==> config.mk <==
export PLATFORM = sky130hd
export DESIGN_NAME = debounce_tick_fsm
export DESIGN_NICKNAME = d
export VERILOG_FILES = /design/src/rtl/debounce_tick_fsm.sv
export SDC_FILE = /design/constraint.sdc
export NUM_CORES = 1
export LEC_CHECK = 0
export ABC_AREA = 1
export BUFFER_PORTS_ARGS = -buffer_cell sky130_fd_sc_hd__buf_2
export CELL_PAD_IN_SITES_DETAIL_PLACEMENT = 0
export CELL_PAD_IN_SITES_GLOBAL_PLACEMENT = 1
export CORE_AREA = 5 5 42 44
export CTS_CLUSTER_SIZE = 8
export DETAILED_ROUTE_END_ITERATION = 8
export DIE_AREA = 0 0 47 49
export GPL_TIMING_DRIVEN = 0
export PLACE_DENSITY_LB_ADDON = 0.2
export RECOVER_POWER = 100
export SLEW_MARGIN = 0
export SYNTH_ARGS = -nofsm -noshare
export SYNTH_HDL_FRONTEND = slang
export SYNTH_SLANG_ARGS = --single-unit
==> constraint.sdc <==
create_clock -name clk -period 1.7 [get_ports clk]
set_input_delay 0.425 -clock clk [delete_from_list [all_inputs] [get_ports clk]]
set_output_delay 0.425 -clock clk [all_outputs]
set_load 0.05 [all_outputs]
==> src/rtl/debounce_tick_fsm.sv <==
// Tick-qualified switch debouncer: a level change is accepted after N_TICKS upstream ticks of stable input.
// Define DEBOUNCE_SYNC_EN to route sw through a two-flop synchroniser.
module debounce_tick_fsm #(
  parameter int N_TICKS = 4
) (
  input  logic clk,
  input  logic reset,
  input  logic tick,
  input  logic sw,
  output logic db_level,
  output logic db_rise,
  output logic db_fall,
  output logic busy
);

  localparam int CW = $clog2(N_TICKS + 1);
  localparam logic [CW-1:0] CNT_LAST = CW'(N_TICKS - 1);
  localparam logic [CW-1:0] CNT_ZERO = CW'(0);
  localparam logic [CW-1:0] CNT_INC  = CW'(1);

  typedef enum logic [1:0] {
    ZERO  = 2'd0,
    WAIT1 = 2'd1,
    ONE   = 2'd2,
    WAIT0 = 2'd3
  } state_t;

  state_t        state_q, state_d;
  logic [CW-1:0] cnt_q, cnt_d;
  logic          db_level_q, db_level_d;
  logic          db_rise_q, db_rise_d;
  logic          db_fall_q, db_fall_d;
  logic          busy_q, busy_d;
  logic          sw_s;

`ifdef DEBOUNCE_SYNC_EN
  logic sync1_q, sync2_q;

  always_ff @(posedge clk) begin
    if (reset) begin
      sync1_q <= 1'b0;
      sync2_q <= 1'b0;
    end else begin
      sync1_q <= sw;
      sync2_q <= sync1_q;
    end
  end

  assign sw_s = sync2_q;
`else
  assign sw_s = sw;
`endif

  // A return to the accepted level always wins over a tick in the same cycle.
  always_comb begin
    state_d = state_q;
    cnt_d   = cnt_q;
    case (state_q)
      ZERO: begin
        if (sw_s) begin
          state_d = WAIT1;
          cnt_d   = CNT_ZERO;
        end else begin
          state_d = ZERO;
        end
      end
      WAIT1: begin
        if (!sw_s) begin
          state_d = ZERO;
          cnt_d   = CNT_ZERO;
        end else if (tick) begin
          if (cnt_q == CNT_LAST) begin
            state_d = ONE;
            cnt_d   = CNT_ZERO;
          end else begin
            cnt_d = cnt_q + CNT_INC;
          end
        end else begin
          cnt_d = cnt_q;
        end
      end
      ONE: begin
        if (!sw_s) begin
          state_d = WAIT0;
          cnt_d   = CNT_ZERO;
        end else begin
          state_d = ONE;
        end
      end
      WAIT0: begin
        if (sw_s) begin
          state_d = ONE;
          cnt_d   = CNT_ZERO;
        end else if (tick) begin
          if (cnt_q == CNT_LAST) begin
            state_d = ZERO;
            cnt_d   = CNT_ZERO;
          end else begin
            cnt_d = cnt_q + CNT_INC;
          end
        end else begin
          cnt_d = cnt_q;
        end
      end
      default: begin
        state_d = ZERO;
        cnt_d   = CNT_ZERO;
      end
    endcase
  end

  // Outputs are decoded from the next state so they register alongside it.
  always_comb begin
    db_level_d = (state_d == ONE) || (state_d == WAIT0);
    busy_d     = (state_d == WAIT1) || (state_d == WAIT0);
    db_rise_d  = (state_q == WAIT1) && (state_d == ONE);
    db_fall_d  = (state_q == WAIT0) && (state_d == ZERO);
  end

  always_ff @(posedge clk) begin
    if (reset) begin
      state_q    <= ZERO;
      cnt_q      <= CNT_ZERO;
      db_level_q <= 1'b0;
      db_rise_q  <= 1'b0;
      db_fall_q  <= 1'b0;
      busy_q     <= 1'b0;
    end else begin
      state_q    <= state_d;
      cnt_q      <= cnt_d;
      db_level_q <= db_level_d;
      db_rise_q  <= db_rise_d;
      db_fall_q  <= db_fall_d;
      busy_q     <= busy_d;
    end
  end

  assign db_level = db_level_q;
  assign db_rise  = db_rise_q;
  assign db_fall  = db_fall_q;
  assign busy     = busy_q;

endmodule

==> reports/results.txt, run 1 <==
The ratio of total power to cell area is 852 nW/um2. The static leakage was 0.000193 uW; the clock sink count was 8. The die outline height came out at 49 um.

The total area inside the core boundary comes to 1400 um2. At the later pin of the worst-skew pair, clock insertion delay measures 0.25 ns. Dividing the final minimum period by the clock period gives 84.4%.

From synthesis to final layout, the design area changed by 20.3%. In the final design database the tool counted 67 nets. The number of primary I/O pins was 8. Summed over all layers, the global routing overflow is 0. For the finished layout, the period the worst path requires is 1.43 ns. Entering global routing, the biggest net connects 7 pins.

The via count of the first global-routing pass was 333; the sum of buffers and inverters on the critical path was 1. Once layout is complete, the cells apart from fillers number 76. The type of the worst setup path was reg2out. The slowest stage of the critical path belongs to the cell clkbuf_1.

The worst hold path belongs to the class in2reg. The worst register-to-register path begins at cnt_q[0]. The tools report the routability-driven placement congestion ratio as 0.684.

The first global-routing pass estimated 1190 um of wire. The die is 47 um wide. The register bit total from synthesis is 8. The logs give 0 for the post-cts hold buffer count and 2300 um2 for the area enclosed by the die boundary.

After clock tree synthesis, the clock-pin slew on the worst setup and hold paths is 0.05 ns. The via density per instance was 4.30; the DRC marker count from the first detailed-route iteration was 8. In the final routed layout, each cell accounts on average for 8.95 um.

Once placement finished, the instance area stood at 407 um2. Summing the sequential cell areas from Yosys gives 45.6% of the chip area. The first detailed-routing pass ran for 4 iterations. In this run, post-CTS repair resized a total of 0 instances. On the worst path, the slowest cell contributes a delay of 0.46 ns.

For the number of max-cap violations, the log shows 0. TritonCTS built the clock tree. The post-route netlist has 18.3% of its cells at a drive strength greater than 1.

The run finished with clean final reports. STA classifies the critical path startpoint as a register. The clock passes through at most 2 buffers.

The startpoint identified for the worst hold timing path is reset. The nature of the critical path endpoint is an output port. The area share of the largest cell type after synthesis works out to 45.6%. The initial antenna violation count was 0. Most common cell after layout, fill and taps aside: nand2_1. For this run, design rule violations remaining after detail routing come to 0. Grouping stages by cell kind, the critical path spends the most delay in buffers and inverters. Wires add up to 680 um. The number of clock buffers inserted by TritonCTS was 3; the number of warning messages in the yosys log was 0. Setup repair after global routing left no endpoint under its margin. For the starting density of the core, the log shows 25.1%. The most critical setup path has its startpoint at db_level. In the synthesized netlist, the number of instances is 50.

Number of distinct standard cells referenced by the synthesized netlist: 12. Total global-route track usage: 7.33%. Data on the critical path is required at its endpoint by 1.27 ns. The maximum fanout encountered on the critical timing path is 1.

The synthesized design spends more area on one cell type than any other, namely dfxtp_1. The count of antenna diodes in the layout is 0. The logs give 14 for the count of standard-cell rows and 60.5% for the remaining max-slew budget at the tightest pin.

The routed layout has 327 vias. The highest ir drop seen on vdd is 0.257 mV, and the mean instance size in the synthesized netlist is 7.03 um2. Yosys attributes the largest share of cell area to dfxtp_1 (46%), nand2_1 (13%), nor2_1 (7.5%). Summing every instance area after synthesis gives 352 um2. In this run, placement finished with an instance count of 73. Derived from the worst setup path, the maximum achievable clock frequency is 697 MHz. For the final database, setup skew stands at 0.00536 ns. The tree is rooted in a clkbuf_4. After routing the design area is 423 um2. The number of setup buffers added after CTS is 0. The total negative slack for setup checks is 0 ns. On the final layout, the worst hold slack is 0.418 ns. The final hold violation count is 0. The tools report the number of setup violations in the final report as 0. Traced cell by cell, the critical path runs through clkbuf_1. At the pin with the least slew margin, the transition time is 0.595 ns. The final number of max-transition violations came out at 0. The net count of the mapped netlist is 55, and the count of nets left with antenna violations after detail routing is 0. Data on the critical path arrives at its endpoint at 1.01 ns. During placement, the flow inserted port buffers numbering 7. The tools report the depth of the CTS H-tree as 1. The wire-length estimate of the detail-placed layout is 534 um. The library cells used most frequently in the layout, excluding fill and tap cells, are nand2_1 (12), nor2_1 (8), dfxtp_1 (8), inv_1 (6), a21oi_1 (5).
## flip-flops by register name (all words and copies together), names as in the netlist
signal	flops
db_level	1
cnt_q	3
db_rise	1
db_fall	1
state_q	1
busy	1
## power by group
group          switching (uW)  internal [uW]  total, uW
Combinational            18.9           8.57       27.5
Sequential               2.95            190        193
Clock                    59.3           80.4        140
Total                    81.2            279        360
## cells by family after synthesis
family / after synthesis / share of synthesized area [%]
simple gates: 28 / 34.5
flops: 8 / 45.6
buf+inv: 7 / 7.83
compound gates: 6 / 8.54
fa+ha+maj: 1 / 3.56
## synthesized netlist by cell type
cell type  instances
a21oi_1            5
clkinv_2           1
dfxtp_1            8
ha_1               1
inv_1              6
nand2_1           12
nand2_2            3
nand3_1            4
nor2_1             7
nor2_2             1
nor3_1             1
o21ai_0            1
## stage by stage
stage	power, uW	setup WS (ns)	util (%)
global route	379	0.216	30.2
finish	360	0.266	30.2
detailed placement	225	0.561	29.0
floorplan	213	0.527	-
CTS	369	0.284	30.6
global placement	225	0.564	29.0
## metal layers
layer,GRT usage [%],vias to the layer above,wire length [um]
met1,8.59,145,317
met2,9.95,5,313
met4,8.29,0,22
met3,1.11,2,27
li1,-,175,-
met5,0,-,0
## worst paths after layout
path | end | slack, ns | cells past startpoint
setup / recovery | db_level | 0.27 | 1
hold / removal | cnt_q[0] | 0.42 | 2
setup reg to reg | state_q[1] | 0.50 | 7
hold reg to reg | cnt_q[2] | 0.44 | 2
## final cells by class
cell class,instances,area [um2]
fill,168,978
multi-input combinational,35,161
sequential,8,160
timing repair buffer,7,31.3
inverter,7,27.5
clock buffer,3,22.5
tap,16,20.0
Power figures use the tool's default switching activity.
==> inputs of run 2 (changes only) <==
==> constraint.sdc (replaced) <==
create_clock -name clk -period 1.4 [get_ports clk]
set_input_delay 0.35 -clock clk [delete_from_list [all_inputs] [get_ports clk]]
set_output_delay 0.35 -clock clk [all_outputs]
set_load 0.05 [all_outputs]
==> run 2 against run 1 <==
Flip-flop and latch count unchanged. Core utilization rose by 0.27 points. Clock skew did not move. Combinational power is 21% higher. Critical path type unchanged. Worst setup slack worse by 0.19 ns. Cell count stayed put. Sequential power grew 21%. Hold slack worse by 0.075 ns. Critical path depth is the same. Clock power rose by 21%. Largest power group unchanged.
==> reports/results.txt, run 2 (synthesized netlist as in run 1, its figures left out) <==
In the final routed layout, each cell accounts on average for 8.89 um. The largest single stage delay on the critical path is 0.43 ns. Leaving out fill and tap cells, the most frequent cell in the layout is nand2_1.

At the pin with the least slew margin, the transition time is 0.278 ns. In this run the post-CTS setup repair buffer count came out at 0. Count of standard-cell rows: 14. STA classifies the critical path endpoint as an output port.

Number of flip-flops under the largest register name: 3. The pin count of the biggest net entering global routing was 7. The maximum fanout encountered on the critical timing path was 6. Among cell families on the critical path, the largest total delay comes from flip-flops. The first global-routing pass estimated 1190 um of wire. The die covers 2300 um2. For the count of antenna diodes in the layout, the log shows 0. The number of hold buffers added after CTS was 0. The internal power of the cells totals 339 uW.

The maximum count of clock buffers along a single path is 2, and the die boundary width is 47 um. The count of nets left with antenna violations once routing finished came out at 0. STA puts the critical path data required time at 1.05 ns.

The tools report the first-pass iteration count of the detailed router as 4. The run finished with clean final reports. After detailed routing, the number of vias per cell comes to 4.33.

The tree is rooted in a clkbuf_4. Filler cell count: 165. Summed over all nets, the switching power comes to 98.5 uW. Setup repair after global routing left no endpoint under its margin. For this run, design rule violations remaining after detail routing come to 0. Final hold analysis gives a worst-case slack of 0.343 ns.

Placed wire-length estimate after detailed placement: 534 um. For the number of primary I/O pins, the log shows 8. The type of the worst setup path is reg2out. The DRC marker count from the first detailed-route iteration was 8. The die is 49 um tall.

Buffers inserted during clock tree synthesis total 3. The via count of the first global-routing pass was 333; the combinational group share of total power was 7.6%. The share of total power dissipated in the clock network is 38.8%. At the later pin of the worst-skew pair, clock insertion delay measures 0.25 ns. Measured against its own limit, the worst slew margin works out to 81.5%. Input and output buffers added on the ports amount to 7. The logs give 67 for the number of nets in the finished design and 0.312 mV for the highest ir drop seen on vdd.

For the final routed database, the setup TNS stands at 0 ns. Once the floorplan was initialized, standard cells occupied 25.1% of the core. Dividing total power by cell area gives a power density of 1020 nW/um2. Across the run, the number of max-cap violations was 0. CTS saw 8 sinks. Static timing analysis puts the maximum clock frequency at 753 MHz.

The total core area is 1400 um2. The initial antenna violation count came out at 0. TritonCTS built the clock tree.

For the post-placement cell count, the log shows 73. Global routing consumed, over all layers together, 7.33% of the routing resources. The fraction of the cycle the final worst path needs was 94.8%; the number of setup violations in the final report was 0.

The detailed router placed 329 vias in this run. Cell with the biggest individual delay on the critical path: dfxtp_1. The tools report the overall routed net length as 676 um. The final hold violation count was 0. The tools report the total of cells resized after clock tree synthesis as 0.

Summed over all cells, the static leakage comes to 0.000204 uW. Sequential cells burn 53.6% of the power. Walking the worst path, the cells encountered are buf_2. The switching part of the total is 22.5%, and the clock tree skew after final layout is 0.00536 ns. Sum of buffers and inverters on the critical path: 1. The register name with the most flops was cnt_q. The worst setup path is launched from a register. Clock-pin slew was measured on the worst setup and hold paths at 0.05 ns. The fraction of final layout cells with drive strength greater than 1 works out to 23.3%. The library cells used most frequently in the layout, excluding fill and tap cells, are nand2_1 (12), nor2_1 (8), dfxtp_1 (8), inv_1 (6), a21oi_1 (5). The logs give 1 for the depth of the CTS H-tree and 0 for the final number of max-transition violations.

After the flow finishes, the layout carries non-filler instances totaling 76. The routability-driven placement congestion ratio was 0.684. The layout-stage area growth over the synthesis result was 21.4%.

The clock period minus final worst setup slack works out to 1.33 ns. The total overflow left after global routing is 0. For the arrival time at the worst endpoint, the log shows 0.98 ns.

The min-delay analysis places its worst path in the category in2reg.
==> run 2: changes by cell type in the layout (fill, tap and decap cells not counted), sizes merged <==
cell / change
buf: +1
clkbuf: -1
==> run 2: worst paths after layout <==
check        slack [ns]     start  cells after the start         end
max reg2reg        0.20  cnt_q[0]                      7  state_q[1]
min reg2reg        0.44  cnt_q[2]                      2    cnt_q[2]
max                0.07      busy                      1        busy
min                0.34     reset                      2    cnt_q[0]
==> run 2: worst reg2reg max path: cells and delay by family (launching register included) <==
kind | cells | cell delay, ns
compound gates | 1 | 0.11
fa+ha+maj | 1 | 0.18
simple gates | 4 | 0.36
flops | 1 | 0.37
buf+inv | 1 | 0.11
==> run 2: power groups by stage <==
stage          clock (uW)  combinational [uW]  sequential, uW
6_report              170                33.4             234
5_1_grt               187                39.3             234
4_1_cts               180                33.8             234
3_5_place_dp            0                33.6             239
3_3_place_gp            0                33.7             239
2_1_floorplan           0                15.1             244
==> run 2: layer usage <==
metal | share of wire [%] | track usage [%] | wire length (um) | vias up
met5 | 0 | 0 | 0 | -
met4 | 3.3 | 8.29 | 22 | 0
met3 | 4.0 | 1.11 | 27 | 2
met2 | 47 | 9.95 | 316 | 5
met1 | 46 | 8.59 | 309 | 147
li1 | - | - | - | 175
==> run 2: final cells by class <==
type	instances	area, um2	share of cell area (%)
Timing Repair Buffer	7	35.0	8.21
Tap cell	16	20.0	4.69
Clock buffer	3	22.5	5.28
Multi-Input combinational cell	35	161	37.8
Sequential cell	8	160	37.5
Inverter	7	27.5	6.45
==> run 2: through the flow <==
stage,util (%),setup slack [ns],instance area [um2],power [uW]
after global routing,30.4,0.0282,427,460
after global placement,29.0,0.298,407,273
after detailed placement,29.0,0.311,407,273
after CTS,30.6,0.0591,429,448
after floorplan,-,0.227,352,259
final,30.4,0.0727,427,437
==> inputs of run 3 (changes only) <==
--- a/config.mk
+++ b/config.mk
@@ -14,7 +14,7 @@
 export DETAILED_ROUTE_END_ITERATION = 8
 export DIE_AREA = 0 0 47 49
 export GPL_TIMING_DRIVEN = 0
-export PLACE_DENSITY_LB_ADDON = 0.2
+export PLACE_DENSITY = 0.56
 export RECOVER_POWER = 100
 export SLEW_MARGIN = 0
 export SYNTH_ARGS = -nofsm -noshare
==> run 3 against run 2 <==
Worst setup slack better by 0.0034 ns. Cell count unchanged. Clock power about the same. Hold slack better by 0.0029 ns. Clock-buffer cell count unchanged. Combinational power about the same. Routed wire length up 1.8%. Critical endpoint unchanged. Largest cell class is now registers.
==> reports/results.txt, run 3 (synthesized netlist as in run 1, its figures left out) <==
Fill cells in the final layout number 170. For this design the static power due to leakage is 0.000203 uW. The critical path goes through buf_2. Entering global routing, the biggest net connects 7 pins. TritonCTS built the clock tree.

The number of buffers added on ports works out to 7. The run gives 8 as the number of primary I/O pins. The tools report the initial antenna violation count as 0. The length in cells of the worst reg-to-reg path came out at 7. The startpoint identified for the worst register-to-register timing path is cnt_q[0]. The detailed route wirelength on metal3 was 55 um.

The logs give 0 for the number of max-cap violations and 0.346 ns for the worst hold margin. Using the TritonRoute via totals, the vias-per-cell ratio works out to 4.36. The switching part of the total is 22.7%. The initialized floorplan defines 14 standard-cell rows. After detailed routing, the met2 layer carries 290 um of wire. VDD sags by at most 0.524 mV. The tools report the end of the worst register-to-register path as state_q[1]. The number of clock buffers inserted by TritonCTS came out at 3.

The library cell used most frequently in the layout, excluding fill and tap cells, is nand2_1. The ratio of total power to cell area is 1030 nW/um2. The logic depth of the worst path, buffers included works out to 1. The number of nets in the finished design was 67.

The die outline height works out to 49 um. The kind of cell with the highest combined delay along the critical path is flip-flops. The run gives 0.21 ns as the register-to-register path setup slack. The sum of buffers and inverters on the critical path is 1. The clock group share of total power is 38.9%, and the switching power summed over all nets is 99.4 uW. The worst setup path is launched from a register.

In the final routing, the length of wire on met1 measures 326 um. The capturing instance or port of the critical path was busy. For the maximum clock frequency, the log shows 755 MHz. The delay of the slowest cell on the worst path is 0.42 ns. The fraction of final layout cells with drive strength greater than 1 works out to 21.7%. The tree built by TritonCTS fans out to 8 sinks.

Clock edge transition at the registers on the reported setup and hold paths: 0.05 ns. Wires add up to 688 um. The detail route stage leaves a number of antenna-violating nets equal to 0. Of all nets on the critical path, the largest fanout is 6.

The instance count along the most critical hold path is 2. For this configuration, the core starts out at a cell density of 25.1%. The total of cells resized after clock tree synthesis was 0; the leftover overflow at the end of global routing was 0. In this run the tightest slew margin relative to its limit is 81.6%. The highest metal layer carrying signal wires in the routed design is met4. The detailed router placed 331 vias in this run. The run gives 293 as the via count of the first global-routing pass.

In the layout the commonest cells are nand2_1 (13), nor2_1 (8), dfxtp_1 (8), inv_1 (6), a21oi_1 (5). The layout-stage area growth over the synthesis result was 20.6%. The run gives 0.25 ns as the insertion delay to the later sink of the worst-skew pair. Ranked by flip-flop count, first place goes to cnt_q. At the pin with the least slew margin, the transition time is 0.277 ns. Across the routed clock network, the largest skew measured is 0.00137 ns. The first detailed-routing pass ran for 4 iterations.

The maximum count of clock buffers along a single path was 2. Type of the worst setup path: reg2out. The arrival time at the worst endpoint was 0.97 ns.

Launch point of the worst path: busy. The run gives 1 as the depth of the CTS H-tree. Registers take 160 um2. The smallest clock period supported by the final layout is computed as 1.32 ns. Setup violations remaining at the end of the flow were counted as 0. The total core area was 1400 um2. The die boundary width came out at 47 um. The cell with the biggest individual delay on the critical path was dfxtp_1. The first global-routing pass estimated 1170 um of wire.

After the first detailed-routing iteration, the DRC count stood at 3. Setup repair after global routing left no endpoint under its margin. Of the total power, combinational logic draws 7.6%. The worst path uses 94.6% of the clock period.

The run finished with clean final reports. The worst hold path belongs to the class in2reg. The post-CTS repair timing setup buffer count is 0. Cells fill 30.3% of the core in the end.

The tools report the post-cts hold buffer count as 0. STA puts the critical path data required time at 1.05 ns. After routing, the total negative slack on setup checks comes to 0 ns. The mean routed wirelength per cell was 9.05 um.

The die covers 2300 um2. At the end of routability-driven placement, the weighted congestion stood at 0.635. The final hold violation count is 0, and the total global-route track usage is 7.05%. Clock root buffer master: clkbuf_4. 0 antenna diodes ended up in the layout.

Of the total power, registers draw 53.5%. The final number of max-transition violations is 0, and the DRC violation count after routing is 0. The number of flip-flops under the largest register name was 3; the cell-internal power was 339 uW. The run gives 540 um as the placed wire-length estimate after detailed placement. STA classifies the critical path endpoint as an output port.

Summing all multi-input logic gate instances after layout gives 159 um2.
## run 3: cell counts in the layout (fill, tap and decap cells not counted)
No cell type changed its count.
## run 3: layout make-up
cell class,count,area share [%]
clock buffer,3,5.31
inverter,7,6.49
multi-input combinational,35,37.5
sequential,8,37.8
tap,16,4.72
timing repair buffer,7,8.26
## run 3: routing by layer
metal  up-vias  GRT usage [%]
li1        177              -
met1       145           9.27
met2         7           9.05
met3         2           2.21
met4         0           5.53
met5         -              0
## run 3: power by group through the flow
stage	Combinational (uW)	Sequential, uW	Clock [uW]
global placement	34.3	239	0
detailed placement	34.0	239	0
finish	33.5	234	170
CTS	34.2	234	177
global route	38.7	234	188
floorplan	15.1	244	0
## run 3: worst min-delay path by stage
stage	end	start	slack, ns
after floorplan	cnt_q[0]	reset	0.42
after global placement	cnt_q[2]	cnt_q[2]	0.45
after detailed placement	cnt_q[2]	cnt_q[2]	0.45
after CTS	db_level	reset	0.34
after global routing	state_q[1]	reset	0.35
final	cnt_q[0]	reset	0.35
## run 3: per-stage QoR
step	power [uW]	instances	worst slack (ns)	cell area, um2
after floorplan	259	50	0.227	352
after global placement	274	73	0.305	407
after detailed placement	273	73	0.299	407
after CTS	445	76	0.0605	429
after global routing	461	76	0.0279	424
final	438	76	0.0761	424
